<file path="src/rtl/vending_ctrl_param.sv">
// Parametrised vending controller: coin credit, product vend and serial change return.
// Optional per-product stock counters are compiled in with `define VEND_STOCK_EN.
module vending_ctrl_param #(
    parameter int                          NUM_PROD   = 4,
    parameter int                          SEL_W      = 2,
    parameter int                          CREDIT_W   = 6,
    parameter int                          MAX_CREDIT = 15,
    parameter logic [NUM_PROD*CREDIT_W-1:0] PRICES    = {6'd7, 6'd6, 6'd4, 6'd3},
    parameter int                          STOCK_W    = 4,
    parameter int                          STOCK_INIT = 3
) (
    input  logic                clk,
    input  logic                rst,
    input  logic [1:0]          moneda,
    input  logic [SEL_W-1:0]    seleccion,
    input  logic                sel_valid,
    input  logic                cancel,
    output logic [SEL_W-1:0]    producto,
    output logic                listo,
    output logic [1:0]          cambio,
    output logic                cambio_valid,
    output logic [CREDIT_W-1:0] credit,
    output logic                coin_rej,
    output logic                deny,
    output logic [NUM_PROD-1:0] sold_out
);

    typedef enum logic [1:0] {
        ST_IDLE,
        ST_CREDIT,
        ST_VEND,
        ST_CHANGE
    } state_t;

    typedef logic [CREDIT_W:0] cext_t;

    localparam cext_t MAX_EXT = cext_t'(MAX_CREDIT);

    if (NUM_PROD > (2 ** SEL_W) || MAX_CREDIT >= (2 ** CREDIT_W) ||
        STOCK_W < 1 || STOCK_INIT >= (2 ** STOCK_W)) begin : g_bad_params
        $error("vending_ctrl_param: inconsistent parameter set");
    end

    function automatic cext_t coin_value(input logic [1:0] c);
        case (c)
            2'b01:   return cext_t'(1);
            2'b10:   return cext_t'(2);
            2'b11:   return cext_t'(5);
            default: return cext_t'(0);
        endcase
    endfunction

    state_t              state_q, state_d;
    logic [CREDIT_W-1:0] credit_q, credit_d;
    logic [SEL_W-1:0]    producto_q, producto_d;
    logic                listo_q, listo_d;
    logic [1:0]          cambio_q, cambio_d;
    logic                cambio_valid_q, cambio_valid_d;
    logic                coin_rej_q, coin_rej_d;
    logic                deny_q, deny_d;

    logic [CREDIT_W-1:0] sel_price;
    logic                sel_known;
    logic                sel_empty;
    logic [1:0]          chg_code;
    logic [CREDIT_W-1:0] chg_val;

    // Price and sold-out lookup for the requested index; out-of-range indices stay unknown.
    always_comb begin
        sel_price = '0;
        sel_known = 1'b0;
        sel_empty = 1'b0;
        for (int i = 0; i < NUM_PROD; i++) begin
            if (seleccion == SEL_W'(i)) begin
                sel_known = 1'b1;
                sel_price = PRICES[i*CREDIT_W +: CREDIT_W];
                sel_empty = sold_out[i];
            end
        end
    end

    // Largest returnable coin that still fits in the remaining credit.
    always_comb begin
        chg_code = 2'b00;
        chg_val  = '0;
        if (credit_q >= CREDIT_W'(5)) begin
            chg_code = 2'b11;
            chg_val  = CREDIT_W'(5);
        end else if (credit_q >= CREDIT_W'(2)) begin
            chg_code = 2'b10;
            chg_val  = CREDIT_W'(2);
        end else if (credit_q != '0) begin
            chg_code = 2'b01;
            chg_val  = CREDIT_W'(1);
        end
    end

    always_comb begin
        logic  coin_in;
        logic  coin_fits;
        cext_t coin_sum;

        state_d        = state_q;
        credit_d       = credit_q;
        producto_d     = '0;
        listo_d        = 1'b0;
        cambio_d       = 2'b00;
        cambio_valid_d = 1'b0;
        coin_rej_d     = 1'b0;
        deny_d         = 1'b0;

        coin_in   = (moneda != 2'b00);
        coin_sum  = {1'b0, credit_q} + coin_value(moneda);
        coin_fits = (coin_sum <= MAX_EXT);

        case (state_q)
            ST_IDLE: begin
                deny_d = sel_valid;
                if (coin_in) begin
                    if (coin_fits) begin
                        credit_d = coin_sum[CREDIT_W-1:0];
                        state_d  = ST_CREDIT;
                    end else begin
                        coin_rej_d = 1'b1;
                    end
                end
            end
            ST_CREDIT: begin
                if (cancel) begin
                    // First refund coin leaves on the same edge so it appears the cycle after cancel.
                    coin_rej_d     = coin_in;
                    cambio_d       = chg_code;
                    cambio_valid_d = (chg_val != '0);
                    credit_d       = credit_q - chg_val;
                    state_d        = (credit_q != '0) ? ST_CHANGE : ST_IDLE;
                end else if (sel_valid && sel_known && !sel_empty && (sel_price <= credit_q)) begin
                    listo_d    = 1'b1;
                    producto_d = seleccion;
                    credit_d   = credit_q - sel_price;
                    coin_rej_d = coin_in;
                    state_d    = ST_VEND;
                end else begin
                    deny_d = sel_valid;
                    if (coin_in) begin
                        if (coin_fits) begin
                            credit_d = coin_sum[CREDIT_W-1:0];
                        end else begin
                            coin_rej_d = 1'b1;
                        end
                    end
                end
            end
            ST_VEND, ST_CHANGE: begin
                coin_rej_d = coin_in;
                deny_d     = sel_valid;
                if (credit_q != '0) begin
                    cambio_d       = chg_code;
                    cambio_valid_d = 1'b1;
                    credit_d       = credit_q - chg_val;
                    state_d        = ST_CHANGE;
                end else begin
                    state_d = ST_IDLE;
                end
            end
            default: state_d = ST_IDLE;
        endcase
    end

    always_ff @(posedge clk) begin
        if (rst) begin
            state_q        <= ST_IDLE;
            credit_q       <= '0;
            producto_q     <= '0;
            listo_q        <= 1'b0;
            cambio_q       <= 2'b00;
            cambio_valid_q <= 1'b0;
            coin_rej_q     <= 1'b0;
            deny_q         <= 1'b0;
        end else begin
            state_q        <= state_d;
            credit_q       <= credit_d;
            producto_q     <= producto_d;
            listo_q        <= listo_d;
            cambio_q       <= cambio_d;
            cambio_valid_q <= cambio_valid_d;
            coin_rej_q     <= coin_rej_d;
            deny_q         <= deny_d;
        end
    end

`ifdef VEND_STOCK_EN
    logic [STOCK_W-1:0] stock_q [NUM_PROD];
    logic [STOCK_W-1:0] stock_d [NUM_PROD];

    // producto_q still holds the vended index during the VEND cycle.
    always_comb begin
        stock_d = stock_q;
        if (state_q == ST_VEND) begin
            for (int i = 0; i < NUM_PROD; i++) begin
                if (producto_q == SEL_W'(i) && stock_q[i] != '0) begin
                    stock_d[i] = stock_q[i] - 1'b1;
                end
            end
        end
    end

    always_ff @(posedge clk) begin
        if (rst) begin
            for (int i = 0; i < NUM_PROD; i++) begin
                stock_q[i] <= STOCK_W'(STOCK_INIT);
            end
        end else begin
            stock_q <= stock_d;
        end
    end

    always_comb begin
        sold_out = '0;
        for (int i = 0; i < NUM_PROD; i++) begin
            sold_out[i] = (stock_q[i] == '0);
        end
    end
`else
    assign sold_out = '0;
`endif

    assign producto     = producto_q;
    assign listo        = listo_q;
    assign cambio       = cambio_q;
    assign cambio_valid = cambio_valid_q;
    assign credit       = credit_q;
    assign coin_rej     = coin_rej_q;
    assign deny         = deny_q;

endmodule

</file>
<file path="config.mk">
export PLATFORM = sky130hd
export DESIGN_NAME = vending_ctrl_param
export DESIGN_NICKNAME = d
export VERILOG_FILES = /design/src/rtl/vending_ctrl_param.sv
export SDC_FILE = /design/constraint.sdc
export NUM_CORES = 1
export LEC_CHECK = 0
export CAP_MARGIN = 20
export CORE_ASPECT_RATIO = 0.75
export CORE_MARGIN = 5
export CORE_UTILIZATION = 50
export DETAILED_ROUTE_END_ITERATION = 6
export PLACE_DENSITY = 0.84
export SLEW_MARGIN = 20
export SYNTH_ARGS = -nofsm -noshare
export SYNTH_HDL_FRONTEND = slang
export SYNTH_SLANG_ARGS = --single-unit
</file>
<file path="constraint.sdc">
create_clock -name clk -period 7.56 [get_ports clk]
set_clock_uncertainty 0.05 [all_clocks]
set_input_delay 1.512 -clock clk [delete_from_list [all_inputs] [get_ports clk]]
set_output_delay 1.512 -clock clk [all_outputs]
set_load 0.01 [all_outputs]
</file>
==> out/metrics.csv <==
metric,value,unit
Leakage Power,0.673,nW
PostCTS Resize Cnt,0,
Routed WL,3.65,mm
area of the multi-input gates,925,sq um
CTS tree,yes,
IO Count,26,
Clock Latency Late Sink,310,ps
Syn Area/Cell,7.97,sq um
pwr dens,444,mW/mm^2
Syn Inst Count,169,
post-CTS setup buffers,0,
setup repair after global routing missed its margin,no,
Via density,6.22,
Vias,1369,
DP HPWL,2.78,mm
pre-CTS WS,3140,ps
Num CTS Buffers,3,
Setup crit start kind,input pin,
Setup CP Type,input pin to register,
grt ovf,0,
HP Class,register to register,
Max Slew Vio Count,0,
"Primary FF master, synth",dfxtp_1,
largest net degree at the start of global routing,18,
Setup TNS Final,0,ps
worst vdd ir,0.297,mV
Detail Route Antenna Nets,0,
Max H-tree Level,1,
Root Buffer,clkbuf_4,
port bufs,21,
CP Max Fanout,11,
hold slack,600,ps
Syn Std Cell Area,0.00135,sq mm
Longest Clk Path Bufs,2,
Inserted Diodes,0,
Netlist cell types,49,
initial core utilization,51.8,%
core area,0.00260,sq mm
Tmin final,4150,ps
worst slew pin tran,875,ps
Crit. End Element,register,
worst path required time,7700,ps
Rows,16,
synthesized flop and latch total,16,
"commonest non-fill, non-tap cell in the layout",clkdlybuf4s50_1,
wire per inst,16.6,um
Post-route DRC,0,
nets@finish,207,
CP arrival,4290,ps
share of layout cells above drive strength 1,5.43,%
most frequent cells in the layout,"clkdlybuf4s50_1, dfxtp_1, nor2_1",
CTS hold repair buffers,0,
initial antenna violation count,0,
Slew headroom,41.7,%
final setup vio count,0,
first-pass GRT wire length,6.22,mm
maximum clock rate,241,MHz
Max-Cap Viols,0,
Final Cell Area,0.00158,sq mm
die area,0.00384,sq mm
first-pass iteration count of the detailed router,5,
Final GP Congestion,1.03,
Storage cell area,320,sq um
post-synthesis async set-or-reset flop share,0,%
FILL cells,243,
die height,55.0,um
"CTS clk-pin slew, worst paths",110,ps
clock sinks,16,
Yosys warnings,0,
Post-synth EDFFs,0,
status,"complete, no violations",
final setup margin,3410,ps
"Seq/Total Area, Yosys",23.8,%
"Hold Vio Cnt, Final",0,
total global-route track usage,21.0,%
dpl cell area,0.00154,sq mm
Tcrit/Tclk final,54.9,%
Area growth syn-to-layout,17.1,%
DR iter-0 viols,127,
die extent in x,69.9,um
vias in the first global route,1289,
## layer usage
layer	routed length, um	global-route usage (%)
met1	1440	25.7
met4	72	5.73
met2	1620	37.1
met3	513	5.78
met5	0	0
## worst paths after layout
check                           depth (start not counted)    startpoint  slack [ps]         to
worst max-delay path                                   10  seleccion[0]        3410  credit[4]
worst min-delay path                                    2     credit[5]         600   coin_rej
worst max register to register                          9     credit[3]        4520  credit[2]
worst min register to register                          2     credit[5]         600   coin_rej
## layout make-up
class | count | area share, %
inverters | 11 | 2.62
clock buffers | 4 | 2.30
well taps | 36 | 2.85
repair buffers | 21 | 13.3
multi-input cells | 132 | 58.6
flip-flops and latches | 16 | 20.3
## Yosys cell counts (3+ instances only)
master	number	area share, %
buf_4	4	2.2
nor2_1	14	3.9
nor2b_1	7	3.2
clkbuf_1	7	2.0
fa_1	3	4.5
nor3_1	11	4.1
a21o_1	5	2.8
a21oi_1	13	4.8
nand2_1	9	2.5
inv_1	11	3.1
o22ai_1	3	1.4
ha_1	11	10
or2_2	3	1.4
o21ai_0	7	2.6
dfxtp_1	16	24
## registers in the layout, indices dropped and copies added, names as in the netlist
register and flops:
credit 6, cambio 2, producto 2, state_q 2, cambio_valid 1, coin_rej 1
deny 1, listo 1
## cells by family (layout without fill, tap and decap cells)
family          count (synthesis)  in the layout  share of synthesized area [%]
simple gates                   59             59                           23.1
compound gates                 51             51                           26.9
buf+inv                        24             36                           8.45
flops                          16             16                           23.8
fa+ha+maj                      14             14                           14.7
xor+xnor                        2              2                           1.30
mux                             2              2                           1.49
other cells                     1              4                          0.278
## stage by stage
step                      instances  total power, mW  util, %
final                           220            0.701     60.6
after global routing            220            0.756     60.6
after CTS                       220            0.687     60.6
after detailed placement        216            0.624     59.2
after global placement          216            0.608     59.2
after floorplan                 172            0.482        -
## power by group
| group | switching [mW] | internal (mW) |
|---|---|---|
| Sequential | 0.0466 | 0.110 |
| Clock | 0.0313 | 0.0294 |
| Combinational | 0.280 | 0.204 |
| Total | 0.358 | 0.343 |
## worst max-delay path, stage by stage
cell             delay [ps]
clkdlybuf4s50_1         490
inv_1                    60
ha_1                    270
inv_1                    40
ha_1                    290
and4b_1                 280
o311ai_2                710
nor2b_1                 110
o311ai_0                390
o21ai_1                 130
Note: power is estimated with default switching activity, not from simulation.
